**src/rtl/key_debouncer_pkg.sv**
```systemverilog
// Shared types and elaboration-time helpers for the key debouncer.
// The repeat-state encoding lives here so every channel uses the same values.
package key_debouncer_pkg;

   typedef enum logic [1:0] {
      RPT_IDLE   = 2'd0,
      RPT_DELAY  = 2'd1,
      RPT_REPEAT = 2'd2
   } rpt_state_e;

   // Width of a counter that must hold 0 .. n-1; never narrower than one bit.
   function automatic int cnt_width(input int n);
      return (n > 1) ? $clog2(n) : 1;
   endfunction

   function automatic int max_int(input int a, input int b);
      return (a > b) ? a : b;
   endfunction

endpackage

```
**src/rtl/key_debouncer_if.sv**
```systemverilog
// Key-pin and conditioned-output bundle between the board pins and the PIO/game logic.
// The master drives the raw pins; the slave (the debouncer) drives the clean outputs.
interface key_debouncer_if #(
   parameter int NUM_KEYS = 4
);

   logic [NUM_KEYS-1:0] key_n_in;
   logic [NUM_KEYS-1:0] buttons_out;
   logic [NUM_KEYS-1:0] press_pulse;
   logic [NUM_KEYS-1:0] release_pulse;
   logic [NUM_KEYS-1:0] repeat_pulse;

   modport master (
      output key_n_in,
      input  buttons_out,
      input  press_pulse,
      input  release_pulse,
      input  repeat_pulse
   );

   modport slave (
      input  key_n_in,
      output buttons_out,
      output press_pulse,
      output release_pulse,
      output repeat_pulse
   );

endinterface

```
**src/rtl/key_debounce_channel.sv**
```systemverilog
// One key: two-flop synchroniser, debounce counter and auto-repeat FSM.
// All outputs are registered; the strobes rise on the same edge as the stable level changes.
module key_debounce_channel
   import key_debouncer_pkg::*;
#(
   parameter int DEBOUNCE_CYCLES      = 500000,
   parameter int REPEAT_DELAY_CYCLES  = 25000000,
   parameter int REPEAT_PERIOD_CYCLES = 5000000
) (
   input  logic clk_clk,
   input  logic reset_reset_n,
   input  logic key_n_in,
   output logic buttons_out,
   output logic press_pulse,
   output logic release_pulse,
   output logic repeat_pulse
);

   localparam int CNT_W  = cnt_width(DEBOUNCE_CYCLES);
   localparam int RCNT_W = cnt_width(max_int(REPEAT_DELAY_CYCLES, REPEAT_PERIOD_CYCLES));

   localparam logic [CNT_W-1:0]  DB_LAST     = CNT_W'(DEBOUNCE_CYCLES - 1);
   localparam logic [RCNT_W-1:0] DELAY_LAST  = RCNT_W'(REPEAT_DELAY_CYCLES - 1);
   localparam logic [RCNT_W-1:0] PERIOD_LAST = RCNT_W'(REPEAT_PERIOD_CYCLES - 1);

   localparam logic [1:0] ST_IDLE   = RPT_IDLE;
   localparam logic [1:0] ST_DELAY  = RPT_DELAY;
   localparam logic [1:0] ST_REPEAT = RPT_REPEAT;

   logic              s1_q, s1_d;
   logic              s2_q, s2_d;
   logic              stable_q, stable_d;
   logic [CNT_W-1:0]  cnt_q, cnt_d;
   logic              press_q, press_d;
   logic              release_q, release_d;
   logic              repeat_q, repeat_d;
   logic [1:0]        state_q, state_d;
   logic [RCNT_W-1:0] rcnt_q, rcnt_d;
   logic              accept;

   // Debounce: the counter runs only while the synchronised level disagrees with stable.
   always_comb begin
      // NOTE: every always_comb output gets a default first, so no path can infer a latch.
      s1_d     = key_n_in;
      s2_d     = s1_q;
      stable_d = stable_q;
      cnt_d    = '0;
      accept   = 1'b0;
      if (s2_q != stable_q) begin
         if (cnt_q == DB_LAST) begin
            accept   = 1'b1;
            stable_d = s2_q;
         end else begin
            cnt_d = cnt_q + 1'b1;
         end
      end
      press_d   = accept & ~s2_q;
      release_d = accept & s2_q;
   end

   // A release ends the hold on its own edge, pre-empting a repeat due on that same edge.
   always_comb begin
      state_d  = state_q;
      rcnt_d   = rcnt_q;
      repeat_d = 1'b0;
      case (state_q)
         ST_IDLE: begin
            if (press_d) begin
               state_d = ST_DELAY;
               rcnt_d  = '0;
            end
         end
         ST_DELAY: begin
            if (release_d) begin
               state_d = ST_IDLE;
               rcnt_d  = '0;
            end else if (rcnt_q == DELAY_LAST) begin
               repeat_d = 1'b1;
               rcnt_d   = '0;
               state_d  = ST_REPEAT;
            end else begin
               rcnt_d = rcnt_q + 1'b1;
            end
         end
         ST_REPEAT: begin
            if (release_d) begin
               state_d = ST_IDLE;
               rcnt_d  = '0;
            end else if (rcnt_q == PERIOD_LAST) begin
               repeat_d = 1'b1;
               rcnt_d   = '0;
            end else begin
               rcnt_d = rcnt_q + 1'b1;
            end
         end
         default: begin
            state_d = ST_IDLE;
            rcnt_d  = '0;
         end
      endcase
   end

   always_ff @(posedge clk_clk) begin
      // NOTE: reset is sampled on the clock edge; every register here, counters included, gets a reset value.
      if (!reset_reset_n) begin
         s1_q      <= 1'b1;
         s2_q      <= 1'b1;
         stable_q  <= 1'b1;
         cnt_q     <= '0;
         press_q   <= 1'b0;
         release_q <= 1'b0;
         repeat_q  <= 1'b0;
         state_q   <= ST_IDLE;
         rcnt_q    <= '0;
      end else begin
         // NOTE: non-blocking assignments so every flop samples pre-edge values together.
         s1_q      <= s1_d;
         s2_q      <= s2_d;
         stable_q  <= stable_d;
         cnt_q     <= cnt_d;
         press_q   <= press_d;
         release_q <= release_d;
         repeat_q  <= repeat_d;
         state_q   <= state_d;
         rcnt_q    <= rcnt_d;
      end
   end

   assign buttons_out   = stable_q;
   assign press_pulse   = press_q;
   assign release_pulse = release_q;
   assign repeat_pulse  = repeat_q;

endmodule

```
**src/rtl/key_debouncer.sv**
```systemverilog
// Conditions the raw active-low KEY pins for the buttons_export PIO and game-control logic.
// Each key is an independent channel; the top only fans the bundle out and back in.
module key_debouncer #(
   parameter int NUM_KEYS             = 4,
   parameter int DEBOUNCE_CYCLES      = 500000,
   parameter int REPEAT_DELAY_CYCLES  = 25000000,
   parameter int REPEAT_PERIOD_CYCLES = 5000000
) (
   input logic             clk_clk,
   input logic             reset_reset_n,
   key_debouncer_if.slave  keys
);

   logic [NUM_KEYS-1:0] buttons_w;
   logic [NUM_KEYS-1:0] press_w;
   logic [NUM_KEYS-1:0] release_w;
   logic [NUM_KEYS-1:0] repeat_w;

   for (genvar i = 0; i < NUM_KEYS; i++) begin : g_ch
      key_debounce_channel #(
         .DEBOUNCE_CYCLES      (DEBOUNCE_CYCLES),
         .REPEAT_DELAY_CYCLES  (REPEAT_DELAY_CYCLES),
         .REPEAT_PERIOD_CYCLES (REPEAT_PERIOD_CYCLES)
      ) u_ch (
         .clk_clk       (clk_clk),
         .reset_reset_n (reset_reset_n),
         .key_n_in      (keys.key_n_in[i]),
         .buttons_out   (buttons_w[i]),
         .press_pulse   (press_w[i]),
         .release_pulse (release_w[i]),
         .repeat_pulse  (repeat_w[i])
      );
   end

   assign keys.buttons_out   = buttons_w;
   assign keys.press_pulse   = press_w;
   assign keys.release_pulse = release_w;
   assign keys.repeat_pulse  = repeat_w;

endmodule

```
**src/flat_wrapper.sv**
```systemverilog
// flat-port wrapper written by rule: the top's interface ports become plain ports
module key_debouncer_flat 
#(
   parameter int NUM_KEYS             = 4,
   parameter int DEBOUNCE_CYCLES      = 500000,
   parameter int REPEAT_DELAY_CYCLES  = 25000000,
   parameter int REPEAT_PERIOD_CYCLES = 5000000
)
  (clk_clk, reset_reset_n, keys_key_n_in, keys_buttons_out, keys_press_pulse, keys_release_pulse, keys_repeat_pulse);
  key_debouncer_if #(.NUM_KEYS(NUM_KEYS)) keys_i ();
  input logic clk_clk;
  input logic reset_reset_n;
  input wire logic [$bits(keys_i.key_n_in)-1:0] keys_key_n_in;
  output wire logic [$bits(keys_i.buttons_out)-1:0] keys_buttons_out;
  output wire logic [$bits(keys_i.press_pulse)-1:0] keys_press_pulse;
  output wire logic [$bits(keys_i.release_pulse)-1:0] keys_release_pulse;
  output wire logic [$bits(keys_i.repeat_pulse)-1:0] keys_repeat_pulse;
  assign keys_i.key_n_in = keys_key_n_in;
  assign keys_buttons_out = keys_i.buttons_out;
  assign keys_press_pulse = keys_i.press_pulse;
  assign keys_release_pulse = keys_i.release_pulse;
  assign keys_repeat_pulse = keys_i.repeat_pulse;
  key_debouncer #(.NUM_KEYS(NUM_KEYS), .DEBOUNCE_CYCLES(DEBOUNCE_CYCLES), .REPEAT_DELAY_CYCLES(REPEAT_DELAY_CYCLES), .REPEAT_PERIOD_CYCLES(REPEAT_PERIOD_CYCLES)) u_core (.clk_clk(clk_clk), .reset_reset_n(reset_reset_n), .keys(keys_i));
endmodule
```
**config.mk**
```make
export PLATFORM = sky130hd
export DESIGN_NAME = key_debouncer_flat
export DESIGN_NICKNAME = d
export VERILOG_FILES = /design/src/rtl/key_debouncer_pkg.sv /design/src/rtl/key_debouncer_if.sv /design/src/rtl/key_debounce_channel.sv /design/src/rtl/key_debouncer.sv /design/src/flat_wrapper.sv
export SDC_FILE = /design/constraint.sdc
export NUM_CORES = 1
export LEC_CHECK = 0
export CORE_UTILIZATION = 50
export DETAILED_ROUTE_END_ITERATION = 10
export GPL_TIMING_DRIVEN = 0
export PLACE_DENSITY_LB_ADDON = 0.15
export SLEW_MARGIN = 20
export SYNTH_ARGS = -nofsm -noshare
export SYNTH_HDL_FRONTEND = slang
export SYNTH_HIERARCHICAL = 1
export SYNTH_SLANG_ARGS = --single-unit
export TNS_END_PERCENT = 50
```
**constraint.sdc**
```tcl
create_clock -name clk_clk -period 3.1 [get_ports clk_clk]
set_input_delay 0.62 -clock clk_clk [delete_from_list [all_inputs] [get_ports clk_clk]]
set_output_delay 0.62 -clock clk_clk [all_outputs]
set_load 0.05 [all_outputs]
```
# ---- Yosys cells after proc, flatten, opt, wreduce, memory -nomap -nowiden
# Index checks and enable logic that the tools add are counted.
dict set report word_totals {
  ff_bits 208
  input_bits 6
  output_inout_bits 16
  elab_cells 185
}
dict set report op_classes {
  addsub 8
  eq_ne 36
  n_mux 72
  n_bitwise 17
  reduce_logical 16
}
# operator n
set op_table {}
lappend op_table {{25-bit two-way mux} 20}
lappend op_table {{25-bit case mux with 3 select lines} 4}
lappend op_table {{25-bit by 1-bit adder with 25-bit output (second input constant)} 4}
lappend op_table {{25-bit by 23-bit == test with 1-bit output (second input constant)} 4}
lappend op_table {{25-bit == test (second input constant)} 4}
lappend op_table {{19-bit by 1-bit adder with 19-bit output (second input constant)} 4}
lappend op_table {{19-bit == test (second input constant)} 4}
lappend op_table {{2-bit two-way mux} 16}
lappend op_table {{1-bit two-way mux} 24}
lappend op_table {{2-bit case mux with 3 select lines} 4}
lappend op_table {{2-bit inequality test (second input constant)} 8}
lappend op_table {{3-bit inequality test (second input constant)} 4}
lappend op_table {{3-bit AND reduction} 4}
lappend op_table {{3-bit OR reduction} 4}
lappend op_table {{1-bit inverter} 9}
lappend op_table {{1-bit AND} 8}
lappend op_table {{2-bit by 1-bit == test with 1-bit output (second input constant)} 4}
lappend op_table {{2-bit == test (second input constant)} 4}
lappend op_table {{2-bit zero test} 4}
lappend op_table {{1-bit case mux with 2 select lines} 4}
lappend op_table {{2-bit AND reduction} 4}
lappend op_table {{1-bit inequality test} 4}

# ---- Longest topological paths before layout
# Gate-level depths: netlist of run 1.
dict set report depth {
  word_depth 6
  mapped_depth 8
  mapped_depth_nobuf 7
}

# ---- Modules after synthesis
# Netlist of run 1, hierarchy kept.
# module n_inst cells_each area_per_inst_um2 seq_area_each_um2
set modules_own_cells {}
lappend modules_own_cells {{key_debounce_channel (u_core.g_ch[0].u_ch ...)} 3 313 2583.7 1041.0}
lappend modules_own_cells {{key_debounce_channel (u_core.g_ch[3].u_ch)} 1 315 2611.3 1041.0}

# ---- Worst setup path before layout of run 1
# Ideal clock, no wire load.
dict set report synth_timing {
  kind {register to register}
  from {register u_core.g_ch[3].u_ch.cnt_q[7]}
  to {register u_core.g_ch[3].u_ch.rcnt_q[13]}
  setup_ns 0.074
  arrival_ns 2.452
  t_required_ns 3.026
  slack_ns 0.574
  path_stages_with_launch 9
  n_path_buf 2
  period_less_slack_ns 2.526
  cell_sequence {dfxtp_1 > or4_1 > or4_4 > buf_6 > o21ai_4 > o211ai_4 > buf_6 > or3b_1 > a31oi_1}
}
dict set report synth_between {
  elab_chain_cells 6
  word_cells_on_any_way 9
  cone_classes {eq/ne (2); mux (5); bitwise (2)}
}
# element line_no
set synth_lines {}
lappend synth_lines {{start: declaration} key_debounce_channel.sv:33} ;# logic [CNT_W-1:0] cnt_q, cnt_d;
lappend synth_lines {{start signal: assignment} key_debounce_channel.sv:120} ;# cnt_q <= cnt_d;
lappend synth_lines {{19-bit == test *} key_debounce_channel.sv:50} ;# if (cnt_q == DB_LAST) begin
lappend synth_lines {{1-bit two-way mux *} key_debounce_channel.sv:50}
lappend synth_lines {{1-bit two-way mux *} key_debounce_channel.sv:49} ;# if (s2_q != stable_q) begin
lappend synth_lines {{1-bit AND} key_debounce_channel.sv:58} ;# release_d = accept & s2_q;
lappend synth_lines {{25-bit two-way mux (on tied branches)} {key_debounce_channel.sv:86, key_debounce_channel.sv:74}}
lappend synth_lines {{25-bit case mux with 3 select lines} key_debounce_channel.sv:66} ;# case (state_q)
lappend synth_lines {{end signal: assignment} key_debounce_channel.sv:125} ;# rcnt_q <= rcnt_d;
lappend synth_lines {{end: declaration} key_debounce_channel.sv:38} ;# logic [RCNT_W-1:0] rcnt_q, rcnt_d;
# Every way passes the cells marked *; elsewhere a longest branch is shown, timed or not.
# A chain may end at the register's enable or synchronous reset.

# ---- Final worst setup path of run 1
dict set report layout_timing {
  from {register u_core.g_ch[3].u_ch.rcnt_q[12]}
  to {register u_core.g_ch[3].u_ch.rcnt_q[3]}
}
dict set report layout_between {
  elab_chain_cells 4
  word_cells_on_any_way 7
  cone_classes {eq/ne (2); mux (5)}
}
# element line_no
set layout_lines {}
lappend layout_lines {{25-bit by 23-bit == test with 1-bit output / 25-bit == test (equally long branches)} {key_debounce_channel.sv:89, key_debounce_channel.sv:77}}
lappend layout_lines {{25-bit two-way mux (on tied branches)} {key_debounce_channel.sv:89, key_debounce_channel.sv:77}}
lappend layout_lines {{25-bit two-way mux (on tied branches)} {key_debounce_channel.sv:86, key_debounce_channel.sv:74}}
lappend layout_lines {{25-bit case mux with 3 select lines *} key_debounce_channel.sv:66}
# Marks and branches as above.

==> flow_metrics.py, run 1 <==
metrics = {
    "run_status": {
        "status": "finished, final reports clean",
    },
    "route": {
        "wirelength_um": 22600,
        "first_pass_iters": 5,
        "drc": 0,
        "dr.first_iter.drc_count": 535,
        "wl_per_cell_um": 14.2,
        "ant_nets": 0,
        "via_count": 9017,
        "viasPerCell": 5.68,
    },
    "power_and_ir_drop": {
        "power_leakage_uw": 0.00353,
        "vdd_drop_max_v": 0.000350,
        "powerDensity_nw_per_um2": 498,
        "power_uw": 5840,
    },
    "synth": {
        "synth.area.mux_share_pct": 0.193,
        "synth_area_um2": 10400,
        "syn_nets": 1280,
        "seq_area_frac_synth_pct": 40.2,
        "synthCells": 1254,
        "yosysTopAreaCell": "dfxtp_1",
        "synth_ff_type": "dfxtp_1",
        "synthTopCellsByArea": "dfxtp_1 40%, nor2_1 5.6%, nand3_1 5.2%",
        "ys_async_sr_fraction_pct": 0,
        "synth_edf_count": 0,
        "synth_adder_area_share_pct": 2.41,
        "synthSimpleGateAreaFrac_pct": 35.1,
        "synth-seq-cells": 208,
        "yosysUniqueCellTypes": 54,
        "synth_top_family_by_area": "simple AND/OR/NAND/NOR gates",
        "synth_area_per_cell_um2": 8.26,
        "synth_top_area_share_pct": 40.2,
        "synth_compound_area_share_pct": 10.1,
        "synth_warnings": 6,
        "synth_xor_area_share_pct": 8.62,
    },
    "critical_path": {
        "rrSetupSlack_ns": 0.19,
        "r2r-end": "u_core/g_ch[3].u_ch/rcnt_q[3]$_SDFFE_PN0P_",
        "critPathRequiredTime_ns": 3.48,
        "rr_startpoint": "u_core/g_ch[3].u_ch/rcnt_q[12]$_SDFFE_PN0P_",
        "startpoint": "u_core/g_ch[3].u_ch/rcnt_q[12]$_SDFFE_PN0P_",
        "cp-end-kind": "register",
        "rr_worst_depth": 8,
        "crit_end": "u_core/g_ch[3].u_ch/rcnt_q[3]$_SDFFE_PN0P_",
        "crit_type": "register to register",
        "cp_max_fo": 10,
        "cp.arrival_ns": 3.28,
        "setup.worst_path.start_class": "register",
    },
    "global_routing": {
        "grtUsageMet3_pct": 3.01,
        "grtUsageMet1_pct": 30.2,
        "grt_pass1_vias": 8349,
        "grt_busiest_layer": "met2",
        "grt_max_degree": 23,
        "overflow": 0,
        "grt_pass1_wl_um": 39200,
        "grt_usage_pct": 21.4,
        "grt_use_met2_pct": 34.2,
        "grt_antenna_before_repair": 0,
    },
    "clock_tree": {
        "cts_sinks": 208,
        "root_buffer": "clkbuf_16",
        "cts-buffers-inserted": 24,
        "clock_latency_ns": 0.52,
        "clkSlewWorstSetupHoldPaths_ns": 0.06,
        "cts_setup_buffers": 0,
        "cts_hold_buf": 0,
        "clockBufferDepth": 3,
        "ctsResizeCount": 1,
        "cts_tree": "built",
        "htreeDepth": 1,
    },
    "placed_design": {
        "dp_hpwl_um": 15300,
        "gp_congestion": 0.866,
        "port-buffer-count": 21,
        "placed_cell_area_um2": 10900,
        "place_ws_ns": -0.573,
    },
    "sta": {
        "period_share_pct": 93.8,
        "worst_pin_slew_ns": 0.995,
        "maxSlewViolCount": 0,
        "hold_viol": 0,
        "fmax_mhz": 344,
        "finalSetupViolations": 0,
        "fin_skew_ns": 0.0158,
        "slew_headroom_pct": 33.0,
        "rsz0062_at_grt": "false",
        "setup_slack_ns": 0.193,
        "period_needed_ns": 2.91,
    },
    "die": {
        "pin_count": 22,
        "die-area_um2": 21300,
        "num_rows": 52,
        "initial_utilization_pct": 51.0,
        "core-area_um2": 20300,
        "die_y_um": 146,
        "chipWidth_um": 146,
    },
    "layout": {
        "area_growth_pct": 13.2,
        "drive_above_1_share_pct": 5.99,
        "n_antenna_cell": 0,
        "seq_area_um2": 4160,
        "final_cell_area_um2": 11700,
        "final_util_pct": 57.8,
        "multi_input_area_um2": 5860,
        "num-fill-cells": 1909,
        "final_nets": 1327,
    },
    "min_path": {
        "hold_start": "u_core/g_ch[2].u_ch/s1_q$_SDFF_PN1_",
        "worstHoldPathType": "register to register",
    },
    "job": {
        "maxCapViolCount": 0,
    },
}
## layout make-up
| cell class | count | share of cell area [%] |
|---|---|---|
| Sequential cell | 208 | 35.5 |
| Buffer | 55 | 2.19 |
| Timing Repair Buffer | 21 | 1.75 |
| Clock inverter | 13 | 1.12 |
| Inverter | 24 | 0.768 |
| Tap cell | 270 | 2.88 |
| Multi-Input combinational cell | 967 | 49.9 |
| Clock buffer | 30 | 5.84 |
## where the power goes
| part | leakage, uW | switching [uW] | internal [uW] |
|---|---|---|---|
| sequential | 0.00168 | 9.57 | 2690 |
| combinational | 0.00145 | 209 | 75.2 |
| clock | 0.000403 | 1130 | 1730 |
| total | 0.00353 | 1350 | 4500 |
## cells in the mapped netlist, drive strengths merged (4+ instances only)
cell,count
a211oi,6
a21oi,44
a31oi,42
and3,15
and4,15
buf,15
clkbuf,40
dfxtp,208
ha,20
inv,21
nand2,140
nand2b,15
nand3,107
nand3b,13
nand4,45
nand4b,7
nor2,155
nor2b,15
nor3,37
nor3b,4
nor4,35
nor4b,8
nor4bb,4
o211ai,11
o21ai,31
o31a,5
o31ai,14
or3,34
or4,15
or4b,8
xnor2,55
xor2,47
## metrics by stage
| stage | cells | setup TNS (ns) | hold slack [ns] |
|---|---|---|---|
| 2_1_floorplan | 1254 | 0 | 0.386 |
| 3_3_place_gp | 1545 | -17.94 | 0.389 |
| 3_5_place_dp | 1545 | -31.43 | 0.392 |
| 4_1_cts | 1588 | 0 | 0.397 |
| 5_1_grt | 1588 | 0 | 0.408 |
| 6_report | 1588 | 0 | 0.393 |
## worst max-delay path: stages (launching register included)
cell and delay (ns):
dfxtp_1 0.29, clkbuf_1 0.18, or4_1 0.55, or4b_2 0.66, o21ai_0 0.31, a21oi_1 0.29
buf_2 0.30, nand3_1 0.11, a31oi_1 0.09
## how the worst min path moves through the flow
stage / end / slack (ns) / cells past startpoint
global route: u_core/g_ch[2].u_ch/s2_q$_SDFF_PN1_ / 0.41 / 1
global placement: u_core/g_ch[3].u_ch/s2_q$_SDFF_PN1_ / 0.39 / 1
CTS: u_core/g_ch[2].u_ch/s2_q$_SDFF_PN1_ / 0.40 / 1
floorplan: u_core/g_ch[0].u_ch/s2_q$_SDFF_PN1_ / 0.39 / 1
detailed placement: u_core/g_ch[2].u_ch/s2_q$_SDFF_PN1_ / 0.39 / 1
finish: u_core/g_ch[2].u_ch/s2_q$_SDFF_PN1_ / 0.39 / 1
## cell usage in the layout (no fill, tap or decap), types with 37 or more instances in the layout
master and instances:
a21oi_1 44, a31oi_1 42, clkbuf_1 38, dfxtp_1 208, nand2_1 140, nand3_1 107
nand4_1 45, nor2_1 155, nor3_1 37, xnor2_1 55, xor2_1 47
## metal layers
| layer | share of wire (%) | up-vias |
|---|---|---|
| met1 | 50 | 4228 |
| met5 | 0 | - |
| met3 | 3.7 | 35 |
| met4 | 2.0 | 0 |
| met2 | 45 | 150 |
| li1 | - | 4604 |
## state kept, by name, indices dropped and copies added (netlist names)
name / count
u_core/g_ch.u_ch/rcnt_q: 100
u_core/g_ch.u_ch/s1_q: 4
u_core/g_ch.u_ch/cnt_q: 76
u_core/g_ch.u_ch/release_pulse: 4
u_core/g_ch.u_ch/buttons_out: 4
u_core/g_ch.u_ch/s2_q: 4
u_core/g_ch.u_ch/repeat_pulse: 4
u_core/g_ch.u_ch/press_pulse: 4
u_core/g_ch.u_ch/state_q: 8
## kinds of logic (layout without fill, tap and decap cells)
group	count (synthesis)	count (layout)
and+or+nand+nor	677	677
DFF	208	208
AOI/OAI and AO/OA	166	166
xor gates and xnor gates	102	102
buffers and inverters	79	143
adders and majority gates	20	20
muxes	2	2
(Power assumes the default switching activity.)
==> run 2, diff against run 1 <==
CTS_CLUSTER_DIAMETER = 50   (was not set)
==> run 2 against run 1 <==
Critical path type unchanged; setup slack got worse by 0.0064 ns; clock power rose by 7%; utilization rose by 0.36 points; largest cell class unchanged; global-route usage rose by 0.098 points; largest power group unchanged; flip-flop and latch count did not move.
==> flow_metrics.py, run 2 (synthesis gave the netlist of run 1 again) <==
metrics = {
    "run_status": {
        "status": "finished, final reports clean",
    },
    "layout": {
        "final_cell_area_um2": 11800,
        "final_util_pct": 58.1,
        "area_growth_pct": 13.9,
        "final_nets": 1329,
        "layout_commonest_cell": "dfxtp_1",
        "drive_above_1_share_pct": 6.28,
        "reg.largest.list": "u_core/g_ch.u_ch/rcnt_q: 100 flops, u_core/g_ch.u_ch/cnt_q: 76 flops, u_core/g_ch.u_ch/state_q: 8 flops",
        "mostFrequentLayoutCells": "208 x dfxtp_1, 155 x nor2_1, 140 x nand2_1, 107 x nand3_1, 55 x xnor2_1",
        "largest_reg_flops": 100,
        "n_antenna_cell": 0,
        "finalNonFillerCells": 1592,
        "num-fill-cells": 1904,
        "regMostFlops": "u_core/g_ch.u_ch/rcnt_q",
    },
    "route": {
        "via_count": 9006,
        "drc": 0,
        "ant_nets": 0,
        "wirelength_um": 22700,
        "viasPerCell": 5.66,
        "first_pass_iters": 5,
        "wl_per_cell_um": 14.2,
        "dr.first_iter.drc_count": 569,
    },
    "power_and_ir_drop": {
        "powerDensity_nw_per_um2": 512,
        "vdd_drop_max_v": 0.000352,
        "netSwitchingPower_uw": 1430,
        "p_sw_share_pct": 23.7,
        "p_int_uw": 4610,
        "power_leakage_uw": 0.00356,
        "combPwrFrac_pct": 4.7,
        "sequentialPowerShare_pct": 44.6,
        "pwr-share-clk_pct": 50.7,
    },
    "critical_path": {
        "crit_type": "register to register",
        "crit_family": "simple AND/OR/NAND/NOR gates",
        "slowest_stage": "or4b_2",
        "setup.worst_path.start_class": "register",
        "critPathRequiredTime_ns": 3.49,
        "cp.depth": 8,
        "cp_max_fo": 10,
        "r2r-end": "u_core/g_ch[3].u_ch/rcnt_q[3]$_SDFFE_PN0P_",
        "path_cells": "clkbuf_1 -> or4_1 -> or4b_2 -> o21ai_0 -> a21oi_1 -> buf_2 -> nand3_1 -> a31oi_1",
        "rrSetupSlack_ns": 0.19,
        "startpoint": "u_core/g_ch[3].u_ch/rcnt_q[12]$_SDFFE_PN0P_",
        "crit_end": "u_core/g_ch[3].u_ch/rcnt_q[3]$_SDFFE_PN0P_",
        "cp-end-kind": "register",
        "cp.arrival_ns": 3.30,
        "critPathBufInv": 2,
        "rr_startpoint": "u_core/g_ch[3].u_ch/rcnt_q[12]$_SDFFE_PN0P_",
        "slowest_delay_ns": 0.66,
        "rr_worst_depth": 8,
    },
    "sta": {
        "rsz0062_at_grt": "false",
        "period_needed_ns": 2.91,
        "fmax_mhz": 343,
        "period_share_pct": 94.0,
        "fin_skew_ns": 0.0131,
        "slew_headroom_pct": 32.1,
        "worst_pin_slew_ns": 1.01,
        "maxSlewViolCount": 0,
        "hold_viol": 0,
        "finalSetupViolations": 0,
    },
    "die": {
        "die_y_um": 146,
        "pin_count": 22,
        "chipWidth_um": 146,
        "die-area_um2": 21300,
        "initial_utilization_pct": 51.0,
        "num_rows": 52,
        "core-area_um2": 20300,
    },
    "placed_design": {
        "gp_congestion": 0.866,
        "dp_hpwl_um": 15300,
        "placed_cells": 1545,
        "placed_cell_area_um2": 10900,
        "port-buffer-count": 21,
    },
    "clock_tree": {
        "cts_hold_buf": 0,
        "root_buffer": "clkbuf_16",
        "clock_latency_ns": 0.53,
        "clkSlewWorstSetupHoldPaths_ns": 0.06,
        "cts_tree": "built",
        "cts-buffers-inserted": 26,
        "cts_sinks": 208,
        "clockBufferDepth": 3,
        "htreeDepth": 1,
    },
    "global_routing": {
        "overflow": 0,
        "grt_usage_pct": 21.5,
        "grt_pass1_vias": 8369,
        "grt_antenna_before_repair": 0,
        "grt_max_degree": 23,
        "grt_pass1_wl_um": 39400,
    },
    "job": {
        "maxCapViolCount": 0,
    },
    "min_path": {
        "whs_path_depth": 1,
        "worstHoldPathType": "register to register",
    },
}
[run 2: cell type report]
cell class                      count  area, um^2  share of cell area (%)
Multi-Input combinational cell    967        5860                    49.6
Sequential cell                   208        4160                    35.3
Clock buffer                       31         721                    6.11
Tap cell                          270         338                    2.86
Buffer                             55         256                    2.17
Timing Repair Buffer               21         205                    1.74
Clock inverter                     16         168                    1.42
Inverter                           24        90.1                   0.764
[run 2: through the flow]
| stage | hold slack (ns) | setup slack (ns) | total power, uW | TNS (ns) |
|---|---|---|---|---|
| final | 0.395 | 0.186 | 6040 | 0 |
| after global routing | 0.409 | 0.0218 | 6260 | 0 |
| after CTS | 0.390 | 0.148 | 6130 | 0 |
| after detailed placement | 0.392 | -0.573 | 3040 | -31.43 |
| after global placement | 0.389 | -0.405 | 3040 | -17.94 |
| after floorplan | 0.386 | 0.574 | 2950 | 0 |
[run 2: how the worst min path moves through the flow]
stage	endpoint	from	slack, ns
4_1_cts	u_core/g_ch[2].u_ch/s2_q$_SDFF_PN1_	u_core/g_ch[2].u_ch/s1_q$_SDFF_PN1_	0.39
6_report	u_core/g_ch[2].u_ch/s2_q$_SDFF_PN1_	u_core/g_ch[2].u_ch/s1_q$_SDFF_PN1_	0.40
2_1_floorplan	u_core/g_ch[0].u_ch/s2_q$_SDFF_PN1_	u_core/g_ch[0].u_ch/s1_q$_SDFF_PN1_	0.39
5_1_grt	u_core/g_ch[2].u_ch/s2_q$_SDFF_PN1_	u_core/g_ch[2].u_ch/s1_q$_SDFF_PN1_	0.41
3_5_place_dp	u_core/g_ch[2].u_ch/s2_q$_SDFF_PN1_	u_core/g_ch[2].u_ch/s1_q$_SDFF_PN1_	0.39
3_3_place_gp	u_core/g_ch[3].u_ch/s2_q$_SDFF_PN1_	u_core/g_ch[3].u_ch/s1_q$_SDFF_PN1_	0.39
[run 2: worst reg2reg max path, stage by stage, from the launching register on]
cell	delay, ns
dfxtp_1	0.29
clkbuf_1	0.18
or4_1	0.56
or4b_2	0.66
o21ai_0	0.31
a21oi_1	0.29
buf_2	0.30
nand3_1	0.11
a31oi_1	0.09
[run 2: power groups by stage]
stage	Sequential (uW)	Combinational [uW]	Clock (uW)
6_report	2700	283	3060
5_1_grt	2700	315	3250
4_1_cts	2700	284	3150
3_5_place_dp	2750	283	0
3_3_place_gp	2750	282	0
2_1_floorplan	2750	198	0
[run 2: what timing repair did]
| item | 4_1_cts | 5_1_grt |
|---|---|---|
| resized for setup | 1 | 1 |
| buffers inserted | 0 | 0 |
| endpoints found under the setup margin | 5 | 2 |
| cloned | 0 | 0 |
[run 2: per-layer routing]
metal  track usage (%)  part of all wire, %  up-vias
met3              3.29                  4.0       35
met2              34.4                   44      158
met4              5.68                  2.1        0
li1                  -                    -     4611
met5                 0                    0        -
met1              30.2                   50     4202
==> run 3, diff against run 2 <==
CORE_MARGIN = 5   (was not set)
==> run 3 against run 2 <==
Cell count about the same; largest cell class unchanged; wire length up 1.1%; fmax rose by 0.58%; combinational power about the same; die area grew 11%; first-iteration DRC count is 4.4% lower; largest power group unchanged; count of clock-buffer cells in the layout increased by 2; hold slack better by 0.0088 ns; non-clock buffer count is the same; flip-flop and latch count did not move; setup slack improved by 0.017 ns; total power rose by 2.0%.
==> flow_metrics.py, run 3 (synthesis gave the netlist of run 1 again) <==
metrics = {
    "placed_design": {
        "port-buffer-count": 21,
        "gp_congestion": 0.862,
        "dp_hpwl_um": 15500,
    },
    "global_routing": {
        "overflow": 0,
        "grtUsageMet3_pct": 3.04,
        "grt_busiest_layer": "met2",
        "grt_use_met2_pct": 31.5,
        "grt_max_degree": 23,
        "grtUsageMet1_pct": 26.5,
        "grt_usage_pct": 19.1,
        "grt_antenna_before_repair": 0,
        "grt_pass1_wl_um": 40100,
        "grt_pass1_vias": 8516,
    },
    "critical_path": {
        "crit_type": "register to register",
        "setup.worst_path.start_class": "register",
        "rrSetupSlack_ns": 0.20,
        "critPathRequiredTime_ns": 3.48,
        "startpoint": "u_core/g_ch[3].u_ch/rcnt_q[12]$_SDFFE_PN0P_",
        "cp.arrival_ns": 3.28,
        "cp-end-kind": "register",
        "cp_max_fo": 10,
        "rr_startpoint": "u_core/g_ch[3].u_ch/rcnt_q[12]$_SDFFE_PN0P_",
    },
    "route": {
        "first_pass_iters": 8,
        "dr.first_iter.drc_count": 544,
        "ant_nets": 0,
        "viasPerCell": 5.69,
        "wl_per_cell_um": 14.4,
        "via_count": 9056,
        "wirelength_um": 22900,
        "drc": 0,
    },
    "run_status": {
        "status": "finished, final reports clean",
    },
    "power_and_ir_drop": {
        "p_sw_share_pct": 22.1,
        "sequentialPowerShare_pct": 43.8,
        "netSwitchingPower_uw": 1360,
        "pwr-share-clk_pct": 51.6,
        "powerDensity_nw_per_um2": 520,
        "p_int_uw": 4800,
        "power_uw": 6160,
        "vdd_drop_max_v": 0.000485,
        "power_leakage_uw": 0.00358,
        "combPwrFrac_pct": 4.6,
    },
    "clock_tree": {
        "htreeDepth": 1,
        "root_buffer": "clkbuf_16",
        "clockBufferDepth": 3,
        "cts_tree": "built",
        "clock_latency_ns": 0.52,
        "cts_sinks": 208,
        "cts-buffers-inserted": 26,
        "clkSlewWorstSetupHoldPaths_ns": 0.06,
    },
    "sta": {
        "maxSlewViolCount": 0,
        "fmax_mhz": 345,
        "hold_viol": 0,
        "rsz0062_at_grt": "false",
        "period_share_pct": 93.4,
        "fin_skew_ns": 0.0206,
        "slew_headroom_pct": 39.8,
        "worst_pin_slew_ns": 0.895,
        "finalSetupViolations": 0,
        "period_needed_ns": 2.90,
    },
    "layout": {
        "area_growth_pct": 14.3,
        "reg.largest.list": "u_core/g_ch.u_ch/rcnt_q: 100 flops, u_core/g_ch.u_ch/cnt_q: 76 flops, u_core/g_ch.u_ch/state_q: 8 flops",
        "drive_above_1_share_pct": 6.28,
        "n_antenna_cell": 0,
        "largest_reg_flops": 100,
        "final_nets": 1329,
        "final_util_pct": 58.3,
        "regMostFlops": "u_core/g_ch.u_ch/rcnt_q",
        "layout_commonest_cell": "dfxtp_1",
        "mostFrequentLayoutCells": "208 x dfxtp_1, 155 x nor2_1, 140 x nand2_1, 107 x nand3_1, 55 x xnor2_1",
    },
    "die": {
        "pin_count": 22,
        "chipWidth_um": 154,
        "core-area_um2": 20300,
        "die-area_um2": 23700,
        "initial_utilization_pct": 51.0,
        "num_rows": 52,
        "die_y_um": 154,
    },
    "min_path": {
        "worstHoldPathType": "register to register",
        "hold_start": "u_core/g_ch[1].u_ch/s1_q$_SDFF_PN1_",
    },
    "job": {
        "maxCapViolCount": 0,
    },
}
[run 3: cell types whose count changed in the layout (fill, tap and decap cells not counted), moves of 2 or more]
| cell | change |
|---|---|
| inv_8 | -3 |
| bufinv_16 | +2 |
| clkbuf_8 | +2 |
| clkinv_2 | -2 |
[run 3: through the flow]
step	hold WS (ns)	instance area [um^2]	setup TNS, ns	setup slack [ns]	cells
finish	0.404	11800	0	0.203	1591
global route	0.420	11800	0	0.00498	1591
CTS	0.408	11800	0	0.181	1591
detailed placement	0.395	10900	0	0.210	1545
global placement	0.390	10900	-26.24	-0.494	1545
floorplan	0.386	10400	0	0.574	1254
[run 3: layout make-up]
| type | count | area, um^2 |
|---|---|---|
| clock inverters | 13 | 183 |
| inverters | 24 | 90.1 |
| fillers | 1894 | 8460 |
| flip-flops and latches | 208 | 4160 |
| repair buffers | 21 | 205 |
| clock buffers | 33 | 748 |
| well taps | 270 | 338 |
| multi-input cells | 967 | 5860 |
| plain buffers | 55 | 258 |
[run 3: final timing paths]
kind | to | cells past startpoint
worst max-delay path | u_core/g_ch[3].u_ch/rcnt_q[5]$_SDFFE_PN0P_ | 8
worst min-delay path | u_core/g_ch[1].u_ch/s2_q$_SDFF_PN1_ | 1
worst max register to register | u_core/g_ch[3].u_ch/rcnt_q[5]$_SDFFE_PN0P_ | 8
worst min register to register | u_core/g_ch[1].u_ch/s2_q$_SDFF_PN1_ | 1
[run 3: timing repair]
item / in CTS / in global routing
setup buffers: 0 / 0
endpoints found under the setup margin: 0 / 3
hold buffers: 0 / 0
gates resized for setup: 0 / 3
[run 3: power by group through the flow]
stage | combinational (uW) | clock [uW] | sequential (uW)
final | 285 | 3180 | 2700
after global routing | 315 | 3400 | 2700
after CTS | 283 | 3270 | 2700
after detailed placement | 281 | 0 | 2750
after global placement | 283 | 0 | 2750
after floorplan | 198 | 0 | 2750
[run 3: layer usage]
layer  wire (um)  vias to the layer above  share of wire, %
li1            -                     4606                 -
met1       11100                     4253                48
met2       10500                      172                46
met3         982                       25               4.3
met4         400                        0               1.7
met5           0                        -                 0
[run 3: critical path, cell delays in order (launching register included)]
cell	delay, ns
dfxtp_1	0.29
clkbuf_1	0.17
or4_1	0.53
or4b_2	0.65
o21ai_0	0.33
a21oi_1	0.28
buf_2	0.29
nand3b_1	0.12
a31oi_1	0.10
